==> src/rtl/uart_pkg.sv <==
// uart_pkg: shared types and constants for the oversampling UART receiver.
//  - rx_state_e   : receiver FSM states
//  - rx_status_t  : per-character error status held alongside received data
//  - OvsDefault   : default oversample ticks per bit
//  - maj3()       : 2-of-3 majority used by the bit voter
package uart_pkg;

    localparam int unsigned OvsDefault = 16;

    typedef enum logic [2:0] {
        StIdle,
        StStart,
        StData,
        StParity,
        StStop,
        StBreak
    } rx_state_e;

    typedef struct packed {
        logic frame_err;
        logic parity_err;
    } rx_status_t;

    function automatic logic maj3(input logic a, input logic b, input logic c);
        return (a & b) | (a & c) | (b & c);
    endfunction

endpackage

==> src/rtl/uart_rx_os_if.sv <==
// uart_rx_os_if: character output channel of the UART receiver.
//  data       received character (DATA_W bits)
//  valid      data holds an unread character
//  ready      consumer accepts data when valid & ready
//  frame_err  qualifies data: stop bit sampled 0
//  parity_err qualifies data: parity mismatch
//  overrun    1-cycle pulse: a completed frame was dropped
// master = receiver side, slave = consumer side.
interface uart_rx_os_if #(
    parameter int unsigned DATA_W = 8
) ();
    logic [DATA_W-1:0] data;
    logic              valid;
    logic              ready;
    logic              frame_err;
    logic              parity_err;
    logic              overrun;

    modport master (
        output data, valid, frame_err, parity_err, overrun,
        input  ready
    );

    modport slave (
        input  data, valid, frame_err, parity_err, overrun,
        output ready
    );
endinterface

==> src/rtl/uart_baud_tick.sv <==
// uart_baud_tick: oversample tick generator.
//  i_clk   system clock
//  i_rst   asynchronous active-low reset
//  i_baud  divider select (0..3 -> DIV0..DIV3)
//  i_clr   latch divider from i_baud and zero the counter (start-bit detect)
//  i_en    count enable
//  o_tick  1-cycle pulse each time the counter wraps (every DIV enabled cycles)
module uart_baud_tick #(
    parameter int unsigned DIV0 = 27,
    parameter int unsigned DIV1 = 54,
    parameter int unsigned DIV2 = 325,
    parameter int unsigned DIV3 = 2
) (
    input  logic       i_clk,
    input  logic       i_rst,
    input  logic [1:0] i_baud,
    input  logic       i_clr,
    input  logic       i_en,
    output logic       o_tick
);
    localparam int unsigned Max01  = (DIV0 > DIV1) ? DIV0 : DIV1;
    localparam int unsigned Max23  = (DIV2 > DIV3) ? DIV2 : DIV3;
    localparam int unsigned DivMax = (Max01 > Max23) ? Max01 : Max23;
    localparam int unsigned CntW   = (DivMax > 2) ? $clog2(DivMax) : 1;

    logic [CntW-1:0] div_sel;
    logic [CntW-1:0] div_m1_q;
    logic [CntW-1:0] cnt_q;

    always_comb begin
        div_sel = CntW'(DIV0 - 1);
        unique case (i_baud)
            2'd0: div_sel = CntW'(DIV0 - 1);
            2'd1: div_sel = CntW'(DIV1 - 1);
            2'd2: div_sel = CntW'(DIV2 - 1);
            2'd3: div_sel = CntW'(DIV3 - 1);
            default: div_sel = CntW'(DIV0 - 1);
        endcase
    end

    always_ff @(posedge i_clk or negedge i_rst) begin
        if (!i_rst) begin
            div_m1_q <= '0;
            cnt_q    <= '0;
        end else if (i_clr) begin
            div_m1_q <= div_sel;
            cnt_q    <= '0;
        end else if (i_en) begin
            cnt_q <= (cnt_q == div_m1_q) ? '0 : cnt_q + 1'b1;
        end
    end

    assign o_tick = i_en & (cnt_q == div_m1_q);

endmodule

==> src/rtl/uart_rx_os.sv <==
// uart_rx_os: oversampling UART receiver with 2-of-3 mid-bit vote, runtime baud
// select, framing/break detection and a one-entry output holding register.
//  i_clk         system clock
//  i_rst         asynchronous active-low reset
//  i_baud        baud select, captured at start-bit detect
//  i_parity_odd  0 = even, 1 = odd parity, captured at start detect (UART_RX_PARITY_EN only)
//  i_rx          serial line, asynchronous, idle high
//  o_busy        FSM not idle
//  rx_if         character channel (data/valid/ready/frame_err/parity_err/overrun)
// Build option: define UART_RX_PARITY_EN to add a parity bit after the data bits;
// without it there is no parity state and parity_err is tied 0.
module uart_rx_os
    import uart_pkg::*;
#(
    parameter int unsigned DATA_W    = 8,
    parameter int unsigned OVS       = OvsDefault,
    parameter int unsigned BAUD_DIV0 = 27,
    parameter int unsigned BAUD_DIV1 = 54,
    parameter int unsigned BAUD_DIV2 = 325,
    parameter int unsigned BAUD_DIV3 = 2
) (
    input  logic          i_clk,
    input  logic          i_rst,
    input  logic [1:0]    i_baud,
`ifdef UART_RX_PARITY_EN
    input  logic          i_parity_odd,
`endif
    input  logic          i_rx,
    output logic          o_busy,
    uart_rx_os_if.master  rx_if
);
    localparam int unsigned OsW  = $clog2(OVS);
    localparam int unsigned BitW = $clog2(DATA_W);
    localparam int unsigned Half = OVS / 2;

    rx_state_e state_q, state_d;

    logic              rx_meta_q, rx_s_q, rx_prev_q;
    logic              tick;
    logic [OsW-1:0]    os_cnt_q;
    logic [BitW-1:0]   bit_cnt_q;
    logic [1:0]        samp_q;
    logic [DATA_W-1:0] shift_q;
    logic              vote;
    logic              decide;
    logic              bit_end;

    logic              start_det;
    logic              tick_en;
    logic              commit;
    logic              shift_en;
    logic              par_err;
    rx_status_t        status_d, status_q;

    // Synchroniser idles high so reset release never looks like a start edge.
    always_ff @(posedge i_clk or negedge i_rst) begin
        if (!i_rst) begin
            rx_meta_q <= 1'b1;
            rx_s_q    <= 1'b1;
            rx_prev_q <= 1'b1;
        end else begin
            rx_meta_q <= i_rx;
            rx_s_q    <= rx_meta_q;
            rx_prev_q <= rx_s_q;
        end
    end

    uart_baud_tick #(
        .DIV0 (BAUD_DIV0),
        .DIV1 (BAUD_DIV1),
        .DIV2 (BAUD_DIV2),
        .DIV3 (BAUD_DIV3)
    ) u_baud_tick (
        .i_clk  (i_clk),
        .i_rst  (i_rst),
        .i_baud (i_baud),
        .i_clr  (start_det),
        .i_en   (tick_en),
        .o_tick (tick)
    );

    // os_cnt_q holds (tick number within bit - 1), so the samples at ticks
    // Half-1, Half, Half+1 happen when os_cnt_q is Half-2, Half-1, Half.
    assign vote    = maj3(samp_q[0], samp_q[1], rx_s_q);
    assign decide  = tick & (os_cnt_q == OsW'(Half));
    assign bit_end = tick & (os_cnt_q == OsW'(OVS - 1));

    // ---------------- FSM: state register
    always_ff @(posedge i_clk or negedge i_rst) begin
        if (!i_rst) begin
            state_q <= StIdle;
        end else begin
            state_q <= state_d;
        end
    end

    // ---------------- FSM: next state
    always_comb begin
        state_d = state_q;
        unique case (state_q)
            StIdle: begin
                if (rx_prev_q && !rx_s_q) state_d = StStart;
            end
            StStart: begin
                if (decide && vote) state_d = StIdle;  // false start
                else if (bit_end)   state_d = StData;
            end
            StData: begin
                if (bit_end && (bit_cnt_q == BitW'(DATA_W - 1))) begin
`ifdef UART_RX_PARITY_EN
                    state_d = StParity;
`else
                    state_d = StStop;
`endif
                end
            end
            StParity: begin
                if (bit_end) state_d = StStop;
            end
            StStop: begin
                if (decide) state_d = vote ? StIdle : StBreak;
            end
            StBreak: begin
                if (rx_s_q) state_d = StIdle;
            end
            default: state_d = StIdle;
        endcase
    end

    // ---------------- FSM: outputs
    always_comb begin
        start_det = 1'b0;
        tick_en   = 1'b0;
        commit    = 1'b0;
        shift_en  = 1'b0;
        o_busy    = (state_q != StIdle);
        unique case (state_q)
            StIdle:   start_det = rx_prev_q & ~rx_s_q;
            StStart:  tick_en = 1'b1;
            StData: begin
                tick_en  = 1'b1;
                shift_en = decide;
            end
            StParity: tick_en = 1'b1;
            StStop: begin
                tick_en = 1'b1;
                commit  = decide;
            end
            default: ;
        endcase
    end

    // ---------------- Bit timing, voting and shift register
    always_ff @(posedge i_clk or negedge i_rst) begin
        if (!i_rst) begin
            os_cnt_q  <= '0;
            bit_cnt_q <= '0;
            samp_q    <= 2'b11;
            shift_q   <= '0;
        end else begin
            if (start_det) begin
                os_cnt_q  <= '0;
                bit_cnt_q <= '0;
            end else if (tick) begin
                os_cnt_q <= bit_end ? '0 : os_cnt_q + 1'b1;
                if (bit_end && (state_q == StData)) bit_cnt_q <= bit_cnt_q + 1'b1;
                if (os_cnt_q == OsW'(Half - 2)) samp_q[0] <= rx_s_q;
                if (os_cnt_q == OsW'(Half - 1)) samp_q[1] <= rx_s_q;
            end
            if (shift_en) shift_q <= {vote, shift_q[DATA_W-1:1]};
        end
    end

`ifdef UART_RX_PARITY_EN
    logic par_odd_q;
    logic par_err_q;

    always_ff @(posedge i_clk or negedge i_rst) begin
        if (!i_rst) begin
            par_odd_q <= 1'b0;
            par_err_q <= 1'b0;
        end else if (start_det) begin
            par_odd_q <= i_parity_odd;
            par_err_q <= 1'b0;
        end else if ((state_q == StParity) && decide) begin
            // XOR of data and parity bit must equal 1 for odd, 0 for even.
            par_err_q <= ((^shift_q) ^ vote) != par_odd_q;
        end
    end

    assign par_err = par_err_q;
`else
    assign par_err = 1'b0;
`endif

    assign status_d = '{frame_err: ~vote, parity_err: par_err};

    // ---------------- Holding register
    always_ff @(posedge i_clk or negedge i_rst) begin
        if (!i_rst) begin
            rx_if.data    <= '0;
            rx_if.valid   <= 1'b0;
            rx_if.overrun <= 1'b0;
            status_q      <= '0;
        end else begin
            rx_if.overrun <= 1'b0;
            if (commit) begin
                if (rx_if.valid && !rx_if.ready) begin
                    rx_if.overrun <= 1'b1;  // keep the unread character
                end else begin
                    rx_if.data  <= shift_q;
                    rx_if.valid <= 1'b1;
                    status_q    <= status_d;
                end
            end else if (rx_if.valid && rx_if.ready) begin
                rx_if.valid <= 1'b0;
            end
        end
    end

    assign rx_if.frame_err  = status_q.frame_err;
    assign rx_if.parity_err = status_q.parity_err;

endmodule

==> src/flat_wrapper.sv <==
// flat-port wrapper written by rule: the top's interface ports become plain ports
module uart_rx_os_flat import uart_pkg::*;
#(
    parameter int unsigned DATA_W    = 8,
    parameter int unsigned OVS       = OvsDefault,
    parameter int unsigned BAUD_DIV0 = 27,
    parameter int unsigned BAUD_DIV1 = 54,
    parameter int unsigned BAUD_DIV2 = 325,
    parameter int unsigned BAUD_DIV3 = 2
)
  (i_clk, i_rst, i_baud, i_rx, o_busy, rx_if_data, rx_if_valid, rx_if_frame_err, rx_if_parity_err, rx_if_overrun, rx_if_ready);
  uart_rx_os_if #(.DATA_W(DATA_W)) rx_if_i ();
  input  logic i_clk;
  input  logic i_rst;
  input  logic [1:0] i_baud;
  input  logic i_rx;
  output logic o_busy;
  output wire logic [$bits(rx_if_i.data)-1:0] rx_if_data;
  output wire logic [$bits(rx_if_i.valid)-1:0] rx_if_valid;
  output wire logic [$bits(rx_if_i.frame_err)-1:0] rx_if_frame_err;
  output wire logic [$bits(rx_if_i.parity_err)-1:0] rx_if_parity_err;
  output wire logic [$bits(rx_if_i.overrun)-1:0] rx_if_overrun;
  input wire logic [$bits(rx_if_i.ready)-1:0] rx_if_ready;
  assign rx_if_data = rx_if_i.data;
  assign rx_if_valid = rx_if_i.valid;
  assign rx_if_frame_err = rx_if_i.frame_err;
  assign rx_if_parity_err = rx_if_i.parity_err;
  assign rx_if_overrun = rx_if_i.overrun;
  assign rx_if_i.ready = rx_if_ready;
  uart_rx_os #(.DATA_W(DATA_W), .OVS(OVS), .BAUD_DIV0(BAUD_DIV0), .BAUD_DIV1(BAUD_DIV1), .BAUD_DIV2(BAUD_DIV2), .BAUD_DIV3(BAUD_DIV3)) u_core (.i_clk(i_clk), .i_rst(i_rst), .i_baud(i_baud), .i_rx(i_rx), .o_busy(o_busy), .rx_if(rx_if_i));
endmodule
==> config.mk <==
export PLATFORM = sky130hd
export DESIGN_NAME = uart_rx_os_flat
export DESIGN_NICKNAME = d
export VERILOG_FILES = /design/src/rtl/uart_pkg.sv /design/src/rtl/uart_rx_os_if.sv /design/src/rtl/uart_baud_tick.sv /design/src/rtl/uart_rx_os.sv /design/src/flat_wrapper.sv
export SDC_FILE = /design/constraint.sdc
export NUM_CORES = 1
export LEC_CHECK = 0
export BUFFER_PORTS_ARGS = -buffer_cell sky130_fd_sc_hd__buf_2
export CAP_MARGIN = 20
export CORE_MARGIN = 1
export CORE_UTILIZATION = 30
export DETAILED_ROUTE_END_ITERATION = 8
export GPL_TIMING_DRIVEN = 0
export PLACE_DENSITY = 0.48
export SYNTH_ARGS = -nofsm -noshare
export SYNTH_HDL_FRONTEND = slang
export SYNTH_SLANG_ARGS = --single-unit
==> constraint.sdc <==
create_clock -name i_clk -period 5.3 [get_ports i_clk]
set_input_delay 1.325 -clock i_clk [delete_from_list [all_inputs] [get_ports i_clk]]
set_output_delay 1.325 -clock i_clk [all_outputs]
set_load 0.05 [all_outputs]
==> results.toml, run 1 <==
[detailed_routing]
ant_nets = 0
vias_per_cell = 4.78
drt-initial-drc-count = 111
wl_per_cell_microns = 13.1
vias = 1688
drtPass1Iterations = 4
wl_microns = 4640
drc = 0

[place]
port_buffers = 17
dp_slack_ns = 2.46
gp_congestion = 0.770
dpl.hpwl_microns = 3300
dpl_cell_area_sq_mm = 0.00275

[setup_path]
critPathBufInv = 3
crit_required_ns = 3.97
critPathSlowestCell = "nor3_1"
endpoint_kind = "output pin"
cp-start-kind = "register"
crit_chain = "clkbuf_1, nor3_1, inv_1, buf_2"
cp.arrival_ns = 1.83
path_class = "reg -> out"
cp_max_fo = 10
crit_family = "simple AND/OR/NAND/NOR gates"
cp_slowest_stage_delay_ns = 0.58

[status]
status = "completed"

[timing]
rsz0062_at_grt = "false"
fin_ws_ns = 2.15
fin_setup_tns_ns = 0
finClkSkew_ns = 0.0116
fin_crit_sh_pct = 59.5
hold_viol = 0
max-slew-margin-rel_pct = 58.4
setup_viol = 0
fmax_mhz = 317
fin_crit_ns = 3.15
worst_slew_pin_slew_ns = 0.619
finalMaxSlewViolations = 0
whs_ns = 0.367

[floorplan]
num_io_pins = 19
coreArea_sq_mm = 0.00818
initial_core_util_pct = 30.7
rows = 33
die_w_microns = 93.5
die_height_microns = 93.5
fp.dieArea_sq_mm = 0.00874

[global_routing]
grt-ovfl-total = 0
antenna_found_initial = 0
grt_pass1_vias = 1689
track_usage_pct = 12.3
grt_first_pass_wirelength_microns = 8340
grt_max_degree = 39

[synth]
yosysMostFrequentCell = "dfrtp_1"
ys_seq_area_share_pct = 49.1
syn_inst = 221
ys_ff_latch = 49
synth_top_area_cell = "dfrtp_1"
synth_cell_types = 54
synth_edf_count = 0
synth_area_sq_mm = 0.00251
synth_top_area_share_pct = 43.8
ys_warn_count = 0
ys.flop_type = "dfrtp_1"
syn_nets = 237
synthTopCellsByArea = "dfrtp_1, mux2_2, dfstp_2, ha_1, mux2_1"
async_flop_share_pct = 100
synthTopCellsByCount = "dfrtp_1, nor2_1, mux2_2"
syn_area_per_cell_sq_um = 11.4

[pwr]
vdd.ir_drop.worst_uv = 134
swShare_pct = 38.4
power_frac_clock_pct = 20.8
fin_total_pwr_mw = 1.13
p_sw_mw = 0.433
power_frac_seq_pct = 43.4
power.internal_mw = 0.695
power_density_mw_per_mm2 = 396
leakagePower_nw = 1.38
comb_power_share_pct = 35.8

[layout]
fin_nets = 263
drive_above_1_share_pct = 25.0
design_area_sq_mm = 0.00285
antenna_cells = 0
syn2layout_area_growth_pct = 13.4

[cts]
clk_latency_ns = 0.31
postCtsResizedCells = 0
htree_levels = 2
cts_buffers = 5
root_buffer = "clkbuf_8"
ctsHoldBuffers = 0
cts.clk_slew.worst_paths_ns = 0.10
cts.sinks = 49
cts_tree = "built"
ctsLongestPathBuffers = 2
postCtsSetupBuffers = 0

[worst_hold_path]
min_path_type = "reg -> reg"

[flow_run]
drv_cap = 0
==> registers in the layout, indices dropped and copies added, names as in the netlist, 2 cells and up <==
| register | count |
|---|---|
| u_core.u_baud_tick.div_m1_q | 6 |
| u_core.u_baud_tick.cnt_q | 9 |
| u_core.rx_if.data | 8 |
| u_core.shift_q | 8 |
| u_core.os_cnt_q | 4 |
| u_core.samp_q | 2 |
| u_core.state_q | 3 |
| u_core.bit_cnt_q | 3 |
==> stage by stage <==
step,utilization (%),instances
after floorplan,-,221
after global placement,33.4,343
after detailed placement,33.7,345
after CTS,34.8,353
after global routing,34.8,353
final,34.8,353
==> cell families (layout without fill, tap and decap cells) <==
kind of cell / Yosys count / in the layout / share of synthesized area, %
other: 1 / 1 / 0.149
buffers and inverters: 19 / 46 / 3.54
adder cells (fa/ha/maj): 11 / 11 / 5.38
multiplexers: 26 / 26 / 11.8
AO/OA/AOI/OAI: 30 / 30 / 9.02
XOR/XNOR: 12 / 12 / 4.19
AND/OR/NAND/NOR: 73 / 73 / 16.8
flip-flops: 49 / 49 / 49.1
==> routing by layer <==
metal / part of all wire [%] / vias to the layer above / track usage (%) / routed length [microns]
met5: 0 / - / 0 / 0
met4: 1.2 / 0 / 4.23 / 56
met3: 2.9 / 5 / 2.68 / 133
met2: 44 / 25 / 19.6 / 2060
met1: 51 / 825 / 16.6 / 2390
li1: - / 833 / - / -
==> power by group through the flow <==
stage | sequential [mW] | clock [mW] | combinational [mW]
floorplan | 0.481 | 0 | 0.324
global placement | 0.497 | 0 | 0.404
detailed placement | 0.497 | 0 | 0.407
CTS | 0.490 | 0.243 | 0.408
global route | 0.501 | 0.265 | 0.455
finish | 0.490 | 0.234 | 0.404
==> worst register-to-register path, delay by kind of cell (launching register included) <==
family	cells	cell delay, ns
DFF	1	0.45
buffers and inverters	1	0.20
muxes	1	0.33
AOI/OAI and AO/OA	1	0.43
and+or+nand+nor	3	0.82
==> cell usage in the layout, fill, tap and decap left out, types with 4 or more instances in the layout <==
| master | count |
|---|---|
| xor2_1 | 5 |
| nor2_1 | 18 |
| a21oi_1 | 5 |
| mux2_1 | 8 |
| buf_2 | 20 |
| clkbuf_1 | 6 |
| clkbuf_8 | 5 |
| o21ai_0 | 5 |
| xnor2_1 | 7 |
| inv_1 | 8 |
| dfstp_2 | 5 |
| nand4_1 | 5 |
| mux2_2 | 13 |
| nand2_1 | 8 |
| o31ai_1 | 4 |
| ha_1 | 10 |
| dfrtp_1 | 44 |
| nor3_1 | 5 |
| nand3_1 | 6 |
==> path summary, 6_finish.rpt <==
path | slack [ns] | from | endpoint | cells past startpoint
min | 0.37 | u_core.rx_meta_q | u_core.rx_s_q | 0
max | 2.15 | u_core.state_q[1] | o_busy | 4
min in group asynchronous | 0.88 | i_rst | u_core.shift_q[0] | 1
max reg2reg | 2.97 | u_core.u_baud_tick.cnt_q[1] | u_core.rx_if.data[4] | 6
max in group asynchronous | 3.85 | i_rst | u_core.rx_meta_q | 2
min reg2reg | 0.37 | u_core.rx_meta_q | u_core.rx_s_q | 0
==> area by class of cell <==
type	instances	area, sq um
clock inverters	3	25.0
well taps	105	131
inverters	8	30.0
plain buffers	11	58.8
repair buffers	19	110
multi-input cells	153	1190
flip-flops and latches	49	1230
clock buffers	5	68.8
fillers	862	5330
No activity file was read; power rests on OpenSTA's default activity.
==> inputs of run 2 (changes only) <==
- PLACE_DENSITY: 0.48 -> 0.49
- clock period: 5.3 -> 2.9 ns (I/O delays scaled with it)
==> run 2 against run 1 <==
  * First-iteration DRC count is 25% lower
  * Clock power is 80% higher
  * Flip-flop and latch count stayed put
  * Final cell count stayed put
  * Hold slack worse by 0.0068 ns
  * Sequential share of layout area stayed put
  * Die area stayed put
  * Wire length is 1.6% higher
  * Register-to-register slack worse by 2.4 ns
  * Combinational power is 83% higher
  * Global-route usage is 0.33 points lower
  * Clock-buffer cell count stayed put
  * Largest cell class unchanged
==> results.toml, run 2 (synthesis gave the netlist of run 1 again) <==
[place]
dpl_cell_area_sq_mm = 0.00275
dp_slack_ns = 0.544
dpl.hpwl_microns = 3360
port_buffers = 17
gp_congestion = 0.779
place_inst = 345

[layout]
final_common_cell = "dfrtp_1"
largest_register = "u_core.u_baud_tick.cnt_q"
top_regs = "u_core.u_baud_tick.cnt_q (9), u_core.rx_if.data (8), u_core.shift_q (8)"
utilization_pct = 34.8
syn2layout_area_growth_pct = 13.4
antenna_cells = 0
drive_above_1_share_pct = 25.0
design_area_sq_mm = 0.00285
final_cell_mix = "dfrtp_1, buf_2, nor2_1, mux2_2, ha_1"
fin_nets = 263
nFillCells = 854
finalNonFillerCells = 353
largest_reg_flops = 9

[cts]
cts.clk_slew.worst_paths_ns = 0.10
postCtsResizedCells = 0
cts_buffers = 5
postCtsSetupBuffers = 0
htree_levels = 2
root_buffer = "clkbuf_8"
ctsLongestPathBuffers = 2
clk_latency_ns = 0.30
cts.sinks = 49
ctsHoldBuffers = 0
cts_tree = "built"

[global_routing]
grt-ovfl-total = 0
grt_util_met3_pct = 2.68
antenna_found_initial = 0
grt_pass1_vias = 1715
met1_usage_pct = 16.1
busiest_layer = "met2"
grt_max_degree = 29
grt_first_pass_wirelength_microns = 8160
track_usage_pct = 12.0
use_met2_pct = 19.0

[pwr]
vdd.ir_drop.worst_uv = 269
leakagePower_nw = 1.38
power_density_mw_per_mm2 = 723

[detailed_routing]
vias = 1711
wl_per_cell_microns = 13.4
drt-initial-drc-count = 83
drc = 0
ant_nets = 0
wl_microns = 4710
drtPass1Iterations = 4
vias_per_cell = 4.85

[flow_run]
drv_cap = 0

[status]
status = "completed"

[setup_path]
crit_required_ns = 2.17
reg2reg_from = "u_core.u_baud_tick.cnt_q[1]"
endpoint_kind = "output pin"
startpoint = "u_core.state_q[1]"
crit_chain = "clkbuf_1, nor3_1, inv_1, buf_2"
cp_max_fo = 10
cp_slowest_stage_delay_ns = 0.58
cp-start-kind = "register"
critPathSlowestCell = "nor3_1"
path_class = "reg -> out"
cp.arrival_ns = 1.81

[floorplan]
rows = 33
num_io_pins = 19
fp.dieArea_sq_mm = 0.00874
die_height_microns = 93.5
die_w_microns = 93.5
initial_core_util_pct = 30.7
coreArea_sq_mm = 0.00818

[timing]
fin_setup_tns_ns = 0
setup_viol = 0
fin_crit_ns = 2.53
finClkSkew_ns = 0.00765
worst_slew_pin_slew_ns = 0.613
fin_crit_sh_pct = 87.3
fmax_mhz = 395
rsz0062_at_grt = "false"
fin_ws_ns = 0.367
hold_viol = 0
max-slew-margin-rel_pct = 58.8
finalMaxSlewViolations = 0

[worst_hold_path]
worstHoldStart = "u_core.rx_meta_q"
min_path_type = "reg -> reg"
[run 2: cell counts in the layout (fill, tap and decap cells not counted)]
Identical to the previous run, type by type.
[run 2: power breakdown]
part           total [mW]  leakage (nW)  internal (mW)  switching [mW]
combinational       0.740         0.696          0.301           0.438
clock               0.422        0.0452          0.176           0.246
sequential          0.898         0.638          0.792           0.106
total                2.06          1.38           1.27           0.790
[run 2: cell type report]
class | instances | area, sq um | share of cell area (%)
Multi-Input combinational cell | 153 | 1190 | 41.8
Clock buffer | 5 | 68.8 | 2.42
Clock inverter | 3 | 25.0 | 0.879
Timing Repair Buffer | 19 | 110 | 3.87
Inverter | 8 | 30.0 | 1.05
Sequential cell | 49 | 1230 | 43.3
Buffer | 11 | 58.8 | 2.07
Tap cell | 105 | 131 | 4.62
[run 2: path summary, 6_finish.rpt]
kind                                        endpoint  slack, ns  depth (start not counted)
worst max register to register  u_core.rx_if.data[5]       0.54                          6
worst max-delay path                          o_busy       0.37                          4
worst min register to register         u_core.rx_s_q       0.36                          0
worst min-delay path                   u_core.rx_s_q       0.36                          0
max in group asynchronous        u_core.bit_cnt_q[2]       1.97                          2
min in group asynchronous          u_core.shift_q[1]       0.39                          1
[run 2: critical path, delay by kind of cell, from the launching register on]
| family | cells | cell delay, ns |
|---|---|---|
| and+or+nand+nor | 1 | 0.58 |
| DFF | 1 | 0.37 |
| buffers and inverters | 3 | 0.57 |
[run 2: metal layers]
layer | vias to the layer above | wire, microns
met5 | - | 0
met2 | 29 | 2160
met1 | 847 | 2360
li1 | 831 | -
met3 | 4 | 138
met4 | 0 | 57
[run 2: stage by stage]
stage	power (mW)	hold slack [ns]
after global placement	1.65	0.346
after CTS	2.09	0.362
after global routing	2.22	0.371
final	2.06	0.360
after floorplan	1.47	0.345
after detailed placement	1.65	0.347
==> inputs of run 3 (changes only) <==
- CORE_UTILIZATION: 30 -> 35
- PLACE_DENSITY: 0.49 -> 0.55
==> run 3 against run 2 <==
  * Final cell count is 2.5% lower
  * Clock-buffer cell count is the same
  * First-iteration DRC count fell by 19%
  * Global-route usage increased by 1.6 points
  * Largest cell class unchanged
  * Highest routed layer unchanged
==> results.toml, run 3 (synthesis gave the netlist of run 1 again) <==
[pwr]
vdd.ir_drop.worst_uv = 248
power.internal_mw = 1.44
power_frac_clock_pct = 25.9
p_sw_mw = 0.771
leakagePower_nw = 1.40
power_frac_seq_pct = 40.5
power_density_mw_per_mm2 = 768
comb_power_share_pct = 33.6
fin_total_pwr_mw = 2.21
swShare_pct = 34.9

[setup_path]
cp_slowest_stage_delay_ns = 0.62
rr_worst_depth = 7
reg2reg_slack_ns = 0.54
crit_chain = "clkbuf_1, nor3_1, inv_1, buf_2"
critPathSlowestCell = "nor3_1"
endpoint_kind = "output pin"
cp-start-kind = "register"
reg2reg_from = "u_core.state_q[1]"
path_class = "reg -> out"
cp_max_fo = 10
critPathBufInv = 3
crit_required_ns = 2.17
regToRegEndpoint = "u_core.u_baud_tick.cnt_q[6]"
crit_family = "simple AND/OR/NAND/NOR gates"
cp.arrival_ns = 1.86
path_depth = 4

[detailed_routing]
wl_per_cell_microns = 13.0
wl_microns = 4470
ant_nets = 0
drtPass1Iterations = 4
vias_per_cell = 4.94
drc = 0
drt-initial-drc-count = 67
vias = 1698

[floorplan]
die_w_microns = 86.7
coreArea_sq_mm = 0.00687
die_height_microns = 86.7
fp.dieArea_sq_mm = 0.00752
rows = 30
initial_core_util_pct = 36.6
num_io_pins = 19

[place]
dpl.hpwl_microns = 3240
gp_congestion = 0.775
port_buffers = 17
dp_slack_ns = 0.526
dpl_cell_area_sq_mm = 0.00274

[cts]
ctsLongestPathBuffers = 2
cts_tree = "built"
root_buffer = "clkbuf_8"
postCtsResizedCells = 0
htree_levels = 2
clk_latency_ns = 0.30
cts.sinks = 49
cts.clk_slew.worst_paths_ns = 0.09
postCtsSetupBuffers = 0
cts_buffers = 5
ctsHoldBuffers = 0

[timing]
fin_ws_ns = 0.315
fin_setup_tns_ns = 0
finalMaxSlewViolations = 0
fin_crit_sh_pct = 89.1
setup_viol = 0
hold_viol = 0
fin_crit_ns = 2.58
rsz0062_at_grt = "false"
max-slew-margin-rel_pct = 47.3
whs_ns = 0.347
fmax_mhz = 387
finClkSkew_ns = 0.00436
worst_slew_pin_slew_ns = 0.783

[global_routing]
grt_max_degree = 35
grt_first_pass_wirelength_microns = 7960
grt_pass1_vias = 1597
grt-ovfl-total = 0
track_usage_pct = 13.6
antenna_found_initial = 0

[layout]
final_cell_mix = "dfrtp_1, buf_2, nor2_1, mux2_2, ha_1"
top_regs = "u_core.u_baud_tick.cnt_q (9), u_core.rx_if.data (8), u_core.shift_q (8)"
largest_reg_flops = 9
drive_above_1_share_pct = 25.0
final_common_cell = "dfrtp_1"
antenna_cells = 0
fin_nets = 263
syn2layout_area_growth_pct = 14.5
largest_register = "u_core.u_baud_tick.cnt_q"
design_area_sq_mm = 0.00288

[worst_hold_path]
min_path_type = "in -> async"

[flow_run]
drv_cap = 0

[status]
status = "completed"
-- run 3: cell types whose count changed in the layout (fill, tap and decap cells not counted), sizes merged --
cell	previous run	this run
clkinv	0	1
bufinv	0	2
clkinvlp	1	0
inv	10	8
-- run 3: area by class of cell --
| class | instances | area, sq um |
|---|---|---|
| Fill cell | 655 | 3990 |
| Timing Repair Buffer | 19 | 110 |
| Sequential cell | 49 | 1230 |
| Multi-Input combinational cell | 153 | 1190 |
| Buffer | 11 | 58.8 |
| Inverter | 8 | 30.0 |
| Clock inverter | 3 | 65.1 |
| Clock buffer | 5 | 68.8 |
| Tap cell | 96 | 120 |
-- run 3: per-stage QoR --
stage                     utilization, %  instances
after global routing                41.9        344
after detailed placement            39.9        336
after global placement              39.5        334
after floorplan                        -        221
final                               41.9        344
after CTS                           41.9        344
-- run 3: how the worst max path moves through the flow --
stage	slack (ns)	from	to
final	0.32	u_core.state_q[1]	o_busy
after global routing	0.13	u_core.state_q[1]	o_busy
after CTS	0.27	u_core.state_q[1]	o_busy
after detailed placement	0.53	u_core.state_q[1]	u_core.u_baud_tick.cnt_q[3]
after global placement	0.53	u_core.state_q[1]	u_core.u_baud_tick.cnt_q[8]
after floorplan	0.83	u_core.u_baud_tick.cnt_q[1]	u_core.rx_if.data[0]
-- run 3: layer usage --
layer | global-route usage [%] | up-vias | share of wire, % | routed length (microns)
met1 | 19.3 | 836 | 50 | 2230
met4 | 4.55 | 0 | 1.6 | 70
met2 | 20.6 | 20 | 46 | 2060
met3 | 2.95 | 7 | 2.5 | 114
met5 | 0 | - | 0 | 0
li1 | - | 835 | - | -
-- run 3: worst reg2reg max path, cell delays in order (launching register included) --
cell and delay [ns]:
dfrtp_1 0.37, clkbuf_1 0.21, nor3_1 0.62, nor2_1 0.24
and4_1 0.29, or2_1 0.23, clkbuf_1 0.20, nor2_1 0.15
-- run 3: power by group through the flow --
stage / combinational [mW] / clock, mW / sequential (mW)
3_3_place_gp: 0.733 / 0 / 0.906
5_1_grt: 0.844 / 0.628 / 0.912
6_report: 0.742 / 0.572 / 0.894
4_1_cts: 0.746 / 0.593 / 0.895
2_1_floorplan: 0.592 / 0 / 0.880
3_5_place_dp: 0.742 / 0 / 0.907
